File: src/rtl/ysyx_22040237_ifu.sv
// rtl/ysyx_22040237_ifu.sv - instruction fetch stage: PC owner, single-outstanding imem fetch, one-entry output buffer
//
// Purpose:
//   Owns the architectural PC and fetches one instruction at a time from
//   instruction memory. The fetched word is held in a one-entry buffer and
//   offered to decode as {out_pc, out_inst}. Control-flow redirects from
//   execute replace the sequential PC, and a halt stops all further fetching
//   until reset.
//
// Ports:
//   clk              in   1   clock, all state on posedge
//   rst_n            in   1   asynchronous active-low reset
//   imem_req_valid   out  1   fetch request valid
//   imem_req_ready   in   1   memory accepts the request
//   imem_req_addr    out  64  fetch address (4-byte aligned)
//   imem_resp_valid  in   1   response valid, one per accepted request
//   imem_resp_data   in   32  fetched instruction word
//   out_valid        out  1   {out_pc, out_inst} valid to decode
//   out_ready        in   1   decode consumes the buffered instruction
//   out_pc           out  64  PC of out_inst
//   out_inst         out  32  buffered instruction word
//   redirect_valid   in   1   jump taken this cycle
//   redirect_pc      in   64  jump target, low two bits ignored
//   halt             in   1   stop fetching, sticky until reset

module ysyx_22040237_ifu #(
  parameter logic [63:0] RESET_PC = 64'h0000_0000_8000_0000
) (
  input  logic        clk,
  input  logic        rst_n,
  output logic        imem_req_valid,
  input  logic        imem_req_ready,
  output logic [63:0] imem_req_addr,
  input  logic        imem_resp_valid,
  input  logic [31:0] imem_resp_data,
  output logic        out_valid,
  input  logic        out_ready,
  output logic [63:0] out_pc,
  output logic [31:0] out_inst,
  input  logic        redirect_valid,
  input  logic [63:0] redirect_pc,
  input  logic        halt
);

  typedef enum logic [2:0] {
    S_IDLE,
    S_REQ,
    S_WAIT,
    S_FULL,
    S_HALTED
  } state_t;

  state_t      r_state;
  state_t      w_state_next;
  state_t      w_fetch_state;

  logic [63:0] r_pc;
  logic [63:0] r_req_addr;
  logic        r_kill;
  logic        r_halted;
  logic [63:0] r_out_pc;
  logic [31:0] r_out_inst;

  logic [63:0] w_redirect_pc;
  logic [63:0] w_pc_cur;
  logic [63:0] w_seq_pc;
  logic [63:0] w_pc_next;
  logic [63:0] w_req_addr_next;
  logic        w_req_load;
  logic        w_kill_next;
  logic        w_capture;
  logic        w_halt_any;

  // Redirect targets are word aligned by dropping the low two bits.
  assign w_redirect_pc = redirect_pc & ~64'h3;

  // PC as seen this cycle: a redirect overrides whatever is stored.
  assign w_pc_cur = redirect_valid ? w_redirect_pc : r_pc;

  // Sequential successor of the buffered instruction; wraps modulo 2^64.
  assign w_seq_pc = r_out_pc + 64'd4;

  // A halt arriving in the same cycle as a fetch decision already blocks
  // the next request, so the registered flag and the live input are merged.
  assign w_halt_any    = r_halted | halt;
  assign w_fetch_state = w_halt_any ? S_HALTED : S_REQ;

  always_ff @(posedge clk or negedge rst_n) begin
    if (!rst_n) begin
      r_state <= S_IDLE;
    end else begin
      r_state <= w_state_next;
    end
  end

  always_comb begin
    w_state_next    = r_state;
    w_pc_next       = w_pc_cur;
    w_req_load      = 1'b0;
    w_req_addr_next = w_pc_cur;
    w_kill_next     = r_kill;
    w_capture       = 1'b0;

    case (r_state)
      S_IDLE: begin
        w_req_load   = 1'b1;
        w_state_next = w_fetch_state;
      end

      S_REQ: begin
        // The request already on the bus stays untouched until accepted;
        // a redirect only marks its eventual response as stale.
        if (redirect_valid) begin
          w_kill_next = 1'b1;
        end
        if (imem_req_ready) begin
          w_state_next = S_WAIT;
        end
      end

      S_WAIT: begin
        if (imem_resp_valid) begin
          if (r_kill || redirect_valid) begin
            // Stale response: discard it and refetch from the current PC.
            w_kill_next  = 1'b0;
            w_req_load   = 1'b1;
            w_state_next = w_fetch_state;
          end else begin
            w_capture    = 1'b1;
            w_state_next = S_FULL;
          end
        end else if (redirect_valid) begin
          w_kill_next = 1'b1;
        end
      end

      S_FULL: begin
        // A redirect also empties the buffer: the jump that produced it was
        // consumed by execute in this same cycle.
        if (out_ready || redirect_valid) begin
          w_pc_next       = redirect_valid ? w_redirect_pc : w_seq_pc;
          w_req_addr_next = w_pc_next;
          w_req_load      = 1'b1;
          w_state_next    = w_fetch_state;
        end
      end

      S_HALTED: begin
        w_state_next = S_HALTED;
      end

      default: begin
        w_state_next = S_IDLE;
      end
    endcase
  end

  always_ff @(posedge clk or negedge rst_n) begin
    if (!rst_n) begin
      r_pc       <= RESET_PC;
      r_req_addr <= 64'd0;
      r_kill     <= 1'b0;
      r_halted   <= 1'b0;
      r_out_pc   <= 64'd0;
      r_out_inst <= 32'd0;
    end else begin
      r_pc   <= w_pc_next;
      r_kill <= w_kill_next;
      if (halt) begin
        r_halted <= 1'b1;
      end
      if (w_req_load) begin
        r_req_addr <= w_req_addr_next;
      end
      if (w_capture) begin
        r_out_pc   <= r_req_addr;
        r_out_inst <= imem_resp_data;
      end
    end
  end

  assign imem_req_valid = (r_state == S_REQ);
  assign imem_req_addr  = r_req_addr;
  assign out_valid      = (r_state == S_FULL);
  assign out_pc         = r_out_pc;
  assign out_inst       = r_out_inst;

endmodule

File: config.mk
export PLATFORM = sky130hd
export DESIGN_NAME = ysyx_22040237_ifu
export DESIGN_NICKNAME = d
export VERILOG_FILES = /design/src/rtl/ysyx_22040237_ifu.sv
export SDC_FILE = /design/constraint.sdc
export NUM_CORES = 1
export LEC_CHECK = 0
export ABC_AREA = 1
export CORE_AREA = 2 2 196 198
export CTS_BUF_LIST = sky130_fd_sc_hd__clkbuf_4
export DETAILED_ROUTE_END_ITERATION = 7
export DIE_AREA = 0 0 198 200
export PLACE_DENSITY = 0.55
export SLEW_MARGIN = 10
export SYNTH_ARGS = -nofsm -noshare
export SYNTH_HDL_FRONTEND = slang
export SYNTH_SLANG_ARGS = --single-unit
File: constraint.sdc
create_clock -name clk -period 2.12 [get_ports clk]
set_clock_uncertainty 0.2 [all_clocks]
set_input_delay 0.424 -clock clk [delete_from_list [all_inputs] [get_ports clk]]
set_output_delay 0.424 -clock clk [all_outputs]
set_load 0.005 [all_outputs]
Word level (Yosys, flattened, before mapping)

Index checks and enable logic that the tools add are counted.

Register bits: 229
Input bits: 103
Output and inout bits: 162
Word-level logic and storage cells: 44

Add/subtract/negate cells: 1
Equal/unequal tests: 8
Mux-type cells: 21
Bitwise logic cells: 1
Reduce and logical (&&, ||, !) cells: 6

Operators with widths:

| kind                    | number |
|---|---|
| $mux W64                | 4 |
| $add A64 B3 Y64 const B | 1 |
| $mux W3                 | 5 |
| $pmux W3 S5             | 1 |
| $mux W1                 | 9 |
| $eq A3 B2 Y1 const B    | 2 |
| $ne A2 B1 Y1 const B    | 2 |
| $eq A3 B1 Y1 const B    | 1 |
| $eq A3 B3 Y1 const B    | 1 |
| $logic_not A3 Y1        | 1 |
| $ne A3 B3 Y1 const B    | 1 |
| $pmux W1 S3             | 1 |
| $reduce_and A3 Y1       | 1 |
| $logic_or A1 B1 Y1      | 2 |
| $ne A2 B2 Y1 const B    | 1 |
| $pmux W1 S2             | 1 |
| $reduce_and A2 Y1       | 1 |
| $reduce_bool A2 Y1      | 1 |
| $or A1 B1 Y1            | 1 |

Logic depth before layout (Yosys ltp)

Gate-level depths: netlist of the first run.

Word-level depth: 5
Mapped depth: 12

Worst setup path after synthesis of the first run

Ideal clock, no wire load.

Path kind: reg-to-reg
Start: register r_out_pc[2] (netlist: out_pc[2])
End: register r_req_addr[34] (netlist: imem_req_addr[34])
Library setup time: 0.126 ns
Arrival: 1.637 ns
Slack: 0.157 ns
Cell stages (with the launch flop): 11
Buffers on the path: 0
Cells stage by stage: dfrtp_1 ha_1 nand2_2 nor2_2 nand2_1 nor2_2 nand2_1 xor2_1 nand2_1 nand3_1 o21ai_0

Longest elaborated chain between the ends: 4

RTL lines:

| item                     | line | source |
|---|---|---|
| start: declaration       | 61   | `logic [63:0] r_out_pc;` |
| start signal: assignment | 176  | `r_out_pc <= r_req_addr;` |
| $add A64 B3 Y64          | 81   | `assign w_seq_pc = r_out_pc + 64'd4;` |
| $mux W64                 | 141  | `w_pc_next = redirect_valid ? w_redirect_pc : w_seq_pc;` |
| $mux W64                 | 140  | `if (out_ready \|\| redirect_valid) begin` |
| $mux W64                 | 104  | `case (r_state)` |
| end signal: assignment   | 173  | `r_req_addr <= w_req_addr_next;` |
| end: declaration         | 58   | `logic [63:0] r_req_addr;` |

Every way passes these cells.
A chain may end at the register's enable or synchronous reset.

Final worst setup path of the first run

Start: register r_state[1]
End: output port imem_req_valid

Longest elaborated chain between the ends: 1

RTL lines:

| item                     | line | source |
|---|---|---|
| start: declaration       | 53   | `state_t r_state;` |
| start signal: assignment | 92   | `r_state <= w_state_next;` |
| $eq A3 B1 Y1             | 182  | `assign imem_req_valid = (r_state == S_REQ);` |
| end: declaration         | 31   | `output logic imem_req_valid,` |

Every way passes these cells.

==> results of run 1 <==
report_power, final:
part	internal, mW	switching [mW]
logic	2.44	2.33
clock network	2.52	2.05
registers	5.30	0.572
total	10.3	4.95
cells in the final DEF (no fill, tap or decap), types with 3 or more instances in the layout:
cell type and n:
dlygate4sd3_1 12, buf_6 23, nand3_1 91, o22ai_1 4, nor2_2 36, clkinv_1 12, nand2_4 4, clkbuf_4 100
dfrtp_2 19, buf_12 22, clkdlybuf4s15_1 22, and2_1 3, nor2_4 17, a21boi_0 7, nand3_4 3, a21oi_1 48
dlygate4sd2_1 106, o21ai_0 107, xor2_1 16, nand2_2 19, mux2_2 35, buf_2 21, nand2_1 366, bufinv_16 3
or2_2 3, buf_4 179, o21ai_1 27, inv_1 112, mux2_1 5, clkdlybuf4s15_2 10, nand4_1 17, a31oi_1 3
dfrtp_1 209, clkdlybuf4s50_1 98, nor2_1 211, inv_2 9
cells by family after synthesis:
family / share of synthesized area [%]
compound gates: 9.76
buf+inv: 6.68
simple gates: 28.2
fa+ha+maj: 0.109
mux: 4.01
flops: 49.9
xor+xnor: 1.30
routing by layer:
metal | up-vias | GRT usage, %
li1 | 5724 | -
met3 | 74 | 5.58
met5 | - | 0
met1 | 5628 | 28.6
met4 | 0 | 6.60
met2 | 327 | 37.3
worst paths after layout:
check	endpoint	cells past startpoint
setup / recovery	imem_req_valid	5
hold reg to reg	out_pc[16]	1
hold / removal	out_inst[12]	2
setup reg to reg	imem_req_addr[40]	13
max in group asynchronous	out_inst[16]	3
min in group asynchronous	r_pc[31]	2
critical path, stage by stage, from the launching register on:
cell and delay [ps]:
dfrtp_1 400, buf_6 130, inv_4 50, nand3_4 70, inv_2 70, buf_6 90
stage by stage:
| stage | hold slack (ps) | setup TNS [ps] | total power [mW] | utilization, % |
|---|---|---|---|---|
| after global placement | 198 | -1920 | 10.3 | 41.4 |
| after CTS | 1.32 | -166 | 15.1 | 45.7 |
| after floorplan | -71.6 | 0 | 7.50 | - |
| after detailed placement | 209 | -3810 | 10.4 | 41.4 |
| after global routing | 26.4 | -2030 | 16.2 | 46.9 |
| final | 88.5 | -11.1 | 15.2 | 46.9 |
state kept, by name, summed over array words and instances (netlist names):
name           flops
r_halted           1
out_pc            64
out_inst          32
r_kill             1
r_state            3
r_pc              64
imem_req_addr     64
timing repair:
item / in CTS / in global routing
cloned: 0 / 3
buffers inserted: 110 / 18
endpoints found under the hold margin: 240 / 0
hold buffers: 13 / 0
pin swaps: 1 / 8
setup endpoints to repair: 164 / 106
gates resized for setup: 303 / 105
area by class of cell:
cell class              count  area share, %
clock inverters            18          0.848
repair buffers            497           26.1
flip-flops and latches    229           32.8
well taps                 511           3.64
diodes                      2         0.0285
inverters                 122           2.64
multi-input cells        1043           29.7
clock buffers             100           4.28
==> key figures, run 1 <==
Status
  – Outcome: finished with violations
  – Failing checks: setup timing

CTS
  – Maximum buffer depth of the clock tree: 3
  – CTS clk-pin slew, worst paths: 60 ps
  – Clk sinks: 229
  – TritonCTS buffer count: 68
  – Root Buffer: clkbuf_4
  – Htree depth: 3
  – Worst-Skew Late Latency: 740 ps
  – CTS tree: built

Synth
  – YS warnings: 0
  – Top-count cell post-synth: nand2_1
  – Post-Syn Nets: 1554
  – Number of synthesized flops with an enable pin: 0
  – Synth async-reset ratio: 100%
  – Synth cell types: 44
  – Post-Syn Area: 11500 µm²
  – Most used DFF post-synth: dfrtp_1
  – Post-synthesis average cell area: 7.91 µm²
  – FF+latch count, synth: 229
  – Post-synth top cells: nand2_1, nor2_1, dfrtp_1, o21ai_0, inv_1
  – Register area share after synthesis: 49.9%
  – Synth area leader: dfrtp_1
  – Mapped Cells: 1450
  – Post-synth top area share: 49.7%
  – Synth top area cells: dfrtp_1, nand2_1, nor2_1

Finish
  – Area Overhead vs Synth: 52.9%
  – Reg area: 5760 µm²
  – Area of the multi-input gates: 5210 µm²
  – Final Cell Area: 17600 µm²
  – Final net count: 2065
  – Fillers: 3829
  – Post-Layout Cell Count: 2522
  – Share of post-route cells with drive strength above 1: 25.8%

Timing
  – Unrepaired setup endpoints after global routing: yes
  – Fin crit share: 101%
  – Final hold vios: 0
  – Post-route setup slack: -11.1 ps
  – Final setup vio count: 1
  – Slew @ Worst Pin: 856 ps
  – Fmax: 469 MHz
  – Fin crit period: 2130 ps
  – Pins Over Slew Limit: 0
  – Worst relative slew slack: 42.7%

Routing
  – Met1 WL: 19500 µm
  – Total wire length: 44300 µm
  – Vias per inst: 4.66
  – DR top layer: met4
  – Met3 routed WL: 2760 µm
  – DR iter-0 viols: 649
  – Antenna viol nets, final: 0
  – Vias: 11800
  – DR DRC count: 0
  – Met2 WL: 21100 µm
  – First-pass iteration count of the detailed router: 5
  – WL per Instance: 17.6 µm

Power
  – VDD IR max: 0.000484 V
  – Cell Pwr Density: 866 nW/µm²
  – Leak pwr: 8.56 nW

Worst setup path
  – FF-to-FF setup slack: 30 ps
  – CP arrival: 1510 ps
  – CP Data Required Time: 1500 ps
  – Worst R2R Start: r_state[2]
  – CP Launch Type: register
  – Worst Setup SP: r_state[1]
  – Max FO, Critical Path: 2
  – Setup crit end kind: output port
  – Crit Path Category: register to output port

Placement
  – Post-placement cell area: 15500 µm²
  – HPWL Detailed: 31200 µm
  – IO buf count: 262
  – RePlAce Congestion: 0.899
  – Pre-CTS WS: -107 ps
  – Placed insts: 2277

Global route
  – Largest net degree at the start of global routing: 74
  – Vias in the first global route: 11900
  – Remaining global-route overflow: 0
  – GRT Util Overall: 22.3%
  – Global-route wire length before repair: 66800 µm
  – Initial antenna violation count: 2

Floorplan
  – Die X: 198 µm
  – Rows: 71
  – Core ar.: 37400 µm²
  – I/O pins: 265
  – Starting Density: 30.7%
  – Vert. Die Dim: 200 µm
  – Die area: 39600 µm²

Run
  – Max-cap violations: 0

Hold path
  – Hold wc startpoint: imem_resp_data[12]
  – HP Class: input port to register
Note: power is estimated with default switching activity, not from simulation.
==> inputs of run 2 (changes only) <==
CAP_MARGIN = 20   (was not set)
PLACE_DENSITY = not set   (was 0.55)
PLACE_DENSITY_LB_ADDON = 0.15   (was not set)
==> run 2 against run 1 <==
The run now ends clean. Clock-buffer cell count shrank 6. Wire length shrank 1.5%. Clock power shrank 9.8%. Maximum frequency grew 0.76%. Sequential cell count is the same. Worst hold slack gained 14 ps. Largest power group unchanged.
==> key figures, run 2 (synthesized netlist as in run 1, its figures left out) <==
Status
  – Outcome: finished, final reports clean

Worst setup path
  – Setup crit end kind: output port
  – Max FO, Critical Path: 4
  – R2R depth: 12
  – Crit Path Category: register to output port
  – Worst Setup SP: r_state[1]
  – FF-to-FF setup slack: 40 ps
  – CP Launch Type: register
  – Worst R2R Start: r_state[2]
  – Worst R2R End: imem_req_addr[14]
  – CP arrival: 1490 ps
  – CP Data Required Time: 1500 ps

Routing
  – WL per Instance: 17.4 µm
  – Met1 WL: 19300 µm
  – DR DRC count: 0
  – Total wire length: 43600 µm
  – DR iter-0 viols: 645
  – Met2 WL: 20600 µm
  – First-pass iteration count of the detailed router: 7
  – Met3 routed WL: 2820 µm
  – Vias: 11600
  – Vias per inst: 4.62
  – DR top layer: met4
  – Antenna viol nets, final: 0

Finish
  – Commonest non-fill, non-tap cell in the layout: nand2_1
  – Area Overhead vs Synth: 50.3%
  – Area of the multi-input gates: 5200 µm²
  – Fillers: 3827
  – Reg area: 5760 µm²
  – Final net count: 2054
  – Most frequent cells in the layout: nand2_1, nor2_1, dfrtp_1, buf_4, dlygate4sd2_1
  – Share of post-route cells with drive strength above 1: 25.7%

Global route
  – Vias in the first global route: 11700
  – GRT Util Overall: 22.0%
  – Initial antenna violation count: 1
  – Global-route wire length before repair: 66200 µm
  – Largest net degree at the start of global routing: 57
  – Remaining global-route overflow: 0

Hold path
  – HP Class: input port to register
  – Hold Path Stages: 2
  – Hold wc startpoint: imem_resp_data[21]
  – Hold path endpoint: out_inst[21]

CTS
  – Maximum buffer depth of the clock tree: 3
  – TritonCTS buffer count: 69
  – CTS tree: built
  – Worst-Skew Late Latency: 720 ps
  – Htree depth: 3
  – Root Buffer: clkbuf_4
  – Clk sinks: 229
  – CTS clk-pin slew, worst paths: 60 ps

Floorplan
  – Die area: 39600 µm²
  – Core ar.: 37400 µm²
  – I/O pins: 265
  – Die X: 198 µm
  – Rows: 71
  – Starting Density: 30.7%
  – Vert. Die Dim: 200 µm

Timing
  – Pins Over Slew Limit: 0
  – Worst relative slew slack: 70.2%
  – Unrepaired setup endpoints after global routing: yes
  – Final hold vios: 0
  – Slew @ Worst Pin: 447 ps
  – Fin crit share: 99.8%
  – Hold Worst Slack: 103 ps
  – Fmax: 473 MHz
  – Final setup vio count: 0
  – Fin crit period: 2120 ps

Power
  – Cell Pwr Density: 850 nW/µm²
  – VDD IR max: 0.000378 V
  – Leak pwr: 8.45 nW
  – Final total power: 14.7 mW

Placement
  – RePlAce Congestion: 0.902
  – IO buf count: 262
  – HPWL Detailed: 31700 µm

Run
  – Max-cap violations: 0
run 2: cell types whose count changed in the layout (fill, tap and decap cells not counted), sizes merged:
cell,change
clkdlybuf4s15,-21
clkbuf,-1
buf,-2
dlygate4sd2,+15
dlygate4sd3,-9
clkinv,-1
bufinv,-2
inv,+2
run 2: metal layers:
layer | global-route usage, % | vias up
met5 | 0 | -
met4 | 7.18 | 0
met3 | 6.10 | 62
met2 | 35.8 | 334
met1 | 28.5 | 5473
li1 | - | 5691
run 2: final cells by class:
class                   instances  share of cell area (%)
repair buffers                485                    25.4
diodes                          2                  0.0290
clock inverters                17                   0.530
well taps                     511                    3.71
flip-flops and latches        229                    33.4
clock buffers                  94                    4.09
inverters                     122                    2.67
multi-input cells            1043                    30.2
run 2: timing repair:
action                                  CTS  global route
hold buffers                              3             0
setup buffers                            98            13
gates cloned                              0             2
endpoints found under the setup margin  162           154
pin swaps                                 1            12
gates resized for setup                 300            93
endpoints found under the hold margin   232             0
run 2: how the worst max path moves through the flow:
stage                        end  cells after the start
3_3_place_gp   imem_req_addr[46]                      7
2_1_floorplan  imem_req_addr[34]                     10
3_5_place_dp   imem_req_addr[43]                      7
6_report          imem_req_valid                      4
4_1_cts                out_valid                      4
5_1_grt           imem_req_valid                      4
run 2: through the flow:
step | setup TNS, ps | instance area [µm²] | std cells | worst slack (ps) | utilization (%)
floorplan | 0 | 11500 | 1450 | 157 | -
global placement | -15160 | 15500 | 2281 | -255 | 41.4
detailed placement | -18090 | 15500 | 2281 | -274 | 41.4
CTS | -151 | 16900 | 2486 | -83.4 | 45.2
global route | -1510 | 17200 | 2503 | -88.4 | 46.1
finish | 0 | 17200 | 2503 | 4.98 | 46.1
run 2: report_power, final:
part           switching (mW)  internal, mW
Combinational            2.32          2.36
Sequential              0.564          5.30
Clock                    1.97          2.15
run 2: critical path, cell delays in order, from the launching register on:
cell and delay (ps):
dfrtp_2 440, inv_2 90, nand3_4 90, inv_2 80
buf_6 90
==> inputs of run 3 (changes only) <==
RECOVER_POWER = 100   (was not set)
==> run 3 against run 2 <==
Clock power is essentially flat. Worst hold slack gained 4.9 ps. Total power shrank 0.11%. Sequential cell count is the same. Via count shrank 0.31%. Sequential power is essentially flat. Critical path depth is the same. Sequential share of layout area grew 0.080 points. Maximum frequency is essentially flat.
==> key figures, run 3 (synthesized netlist as in run 1, its figures left out) <==
Routing
  – Antenna viol nets, final: 0
  – DR iter-0 viols: 664
  – Vias: 11500
  – WL per Instance: 17.4 µm
  – Vias per inst: 4.60
  – DR DRC count: 0
  – Total wire length: 43600 µm
  – First-pass iteration count of the detailed router: 5

Finish
  – Final net count: 2054
  – Share of post-route cells with drive strength above 1: 25.7%
  – Most frequent cells in the layout: nand2_1, nor2_1, dfrtp_1, buf_4, dlygate4sd2_1
  – Fillers: 3838
  – Post-Layout Cell Count: 2503
  – Area Overhead vs Synth: 49.9%
  – Commonest non-fill, non-tap cell in the layout: nand2_1

Worst setup path
  – Crit-path slowest cell: dfrtp_2
  – Critical Path End: imem_req_valid
  – Crit Path Category: register to output port
  – Crit-path cells: inv_2 > nand3_4 > inv_2 > buf_6
  – CP peak stage delay: 440 ps
  – FF-to-FF setup slack: 50 ps
  – CP Launch Type: register
  – CP arrival: 1490 ps
  – CP Depth: 4
  – Worst R2R End: imem_req_addr[14]
  – Crit-path leading delay family: flip-flops
  – Cell mode on critical path: inv_2
  – WP buf/inv: 3
  – Worst Setup SP: r_state[1]
  – Setup crit end kind: output port
  – Max FO, Critical Path: 4
  – Worst R2R Start: r_state[2]
  – R2R depth: 12
  – CP Data Required Time: 1500 ps

Timing
  – TNS Setup: 0 ps
  – Fin crit period: 2110 ps
  – Worst relative slew slack: 47.6%
  – Pins Over Slew Limit: 0
  – Unrepaired setup endpoints after global routing: yes
  – Slew @ Worst Pin: 787 ps
  – Fin crit share: 99.7%
  – Final hold vios: 0
  – Final setup vio count: 0
  – Fmax: 473 MHz

Power
  – Leak pwr: 8.44 nW
  – Reg power frac: 40.0%
  – Final total power: 14.6 mW
  – VDD IR max: 0.000378 V
  – Switching Power: 4.85 mW
  – Pint: 9.80 mW
  – Combinational Power Share: 31.9%
  – Cell Pwr Density: 851 nW/µm²
  – Sw frac: 33.1%
  – Clk network pwr share: 28.1%

Floorplan
  – Starting Density: 30.7%
  – Vert. Die Dim: 200 µm
  – Core ar.: 37400 µm²
  – Rows: 71
  – Die area: 39600 µm²
  – I/O pins: 265
  – Die X: 198 µm

Global route
  – Initial antenna violation count: 1
  – GRT Util Overall: 22.0%
  – Largest net degree at the start of global routing: 57
  – Remaining global-route overflow: 0
  – Vias in the first global route: 11700
  – Global-route wire length before repair: 66200 µm

Placement
  – HPWL Detailed: 31700 µm
  – RePlAce Congestion: 0.902
  – Placed insts: 2281
  – IO buf count: 262

CTS
  – CTS tree: built
  – CTS clk-pin slew, worst paths: 60 ps
  – Root Buffer: clkbuf_4
  – Worst-Skew Late Latency: 710 ps
  – Htree depth: 3
  – Clk sinks: 229
  – Maximum buffer depth of the clock tree: 3
  – TritonCTS buffer count: 69

Status
  – Outcome: finished, final reports clean

Hold path
  – Hold Path Stages: 2
  – HP Class: input port to register

Run
  – Max-cap violations: 0
==> run 3: changes by cell type in the layout (fill, tap and decap cells not counted) <==
cell | previous run | this run
buf_12 | 21 | 18
buf_8 | 1 | 0
clkbuf_2 | 6 | 9
buf_4 | 181 | 178
clkbuf_4 | 94 | 95
buf_6 | 18 | 21
==> run 3: area by class of cell <==
| cell class | instances | area (µm²) | share of cell area (%) |
|---|---|---|---|
| clock buffer | 94 | 706 | 4.10 |
| tap | 511 | 639 | 3.72 |
| sequential | 229 | 5760 | 33.5 |
| timing repair buffer | 485 | 4340 | 25.2 |
| multi-input combinational | 1043 | 5200 | 30.2 |
| clock inverter | 17 | 91.3 | 0.531 |
| antenna | 2 | 5.00 | 0.0291 |
| inverter | 122 | 460 | 2.68 |
==> run 3: layer usage <==
metal	track usage [%]	vias up	wire (µm)
met3	6.10	61	2980
met4	7.18	0	969
met5	0	-	0
li1	-	5686	-
met1	28.5	5437	19200
met2	35.8	340	20400
==> run 3: worst reg2reg max path: stages (launching register included) <==
cell	delay, ps
dfrtp_1	390
inv_2	110
buf_4	120
nand2_1	50
nor2_2	150
inv_2	90
nor2_4	130
nand2_1	110
nand3_4	130
buf_12	140
clkbuf_16	210
o211ai_1	110
nand2_1	80
==> run 3: what timing repair did <==
item | in CTS | in global routing
pin swaps | 1 | 12
hold buffers | 3 | 0
cloned | 0 | 2
endpoints found under the setup margin | 162 | 154
hold endpoints to repair | 232 | 0
gates resized for setup | 300 | 93
buffers inserted | 98 | 13
==> run 3: stage by stage <==
step | worst slack, ps | hold WS, ps | utilization, % | area, µm²
after floorplan | 157 | -71.6 | - | 11500
after global placement | -255 | 179 | 41.4 | 15500
after detailed placement | -274 | 180 | 41.4 | 15500
after CTS | -83.4 | 32.2 | 45.2 | 16900
after global routing | -88.4 | 53.9 | 46.0 | 17200
final | 5.41 | 108 | 46.0 | 17200
==> run 3: worst min-delay path by stage <==
stage | startpoint | end | slack (ps)
2_1_floorplan | rst_n | imem_req_addr[0] | -70
3_3_place_gp | rst_n | out_inst[10] | 180
3_5_place_dp | rst_n | out_inst[10] | 180
4_1_cts | imem_resp_data[10] | out_inst[10] | 30
5_1_grt | imem_resp_data[10] | out_inst[10] | 50
6_report | imem_resp_data[21] | out_inst[21] | 110
==> run 3: power groups by stage <==
stage	registers [mW]	logic [mW]	clock network, mW
detailed placement	6.14	4.27	0
floorplan	6.00	1.50	0
finish	5.86	4.67	4.11
CTS	5.87	4.54	4.29
global route	5.98	5.19	4.49
global placement	6.14	4.25	0
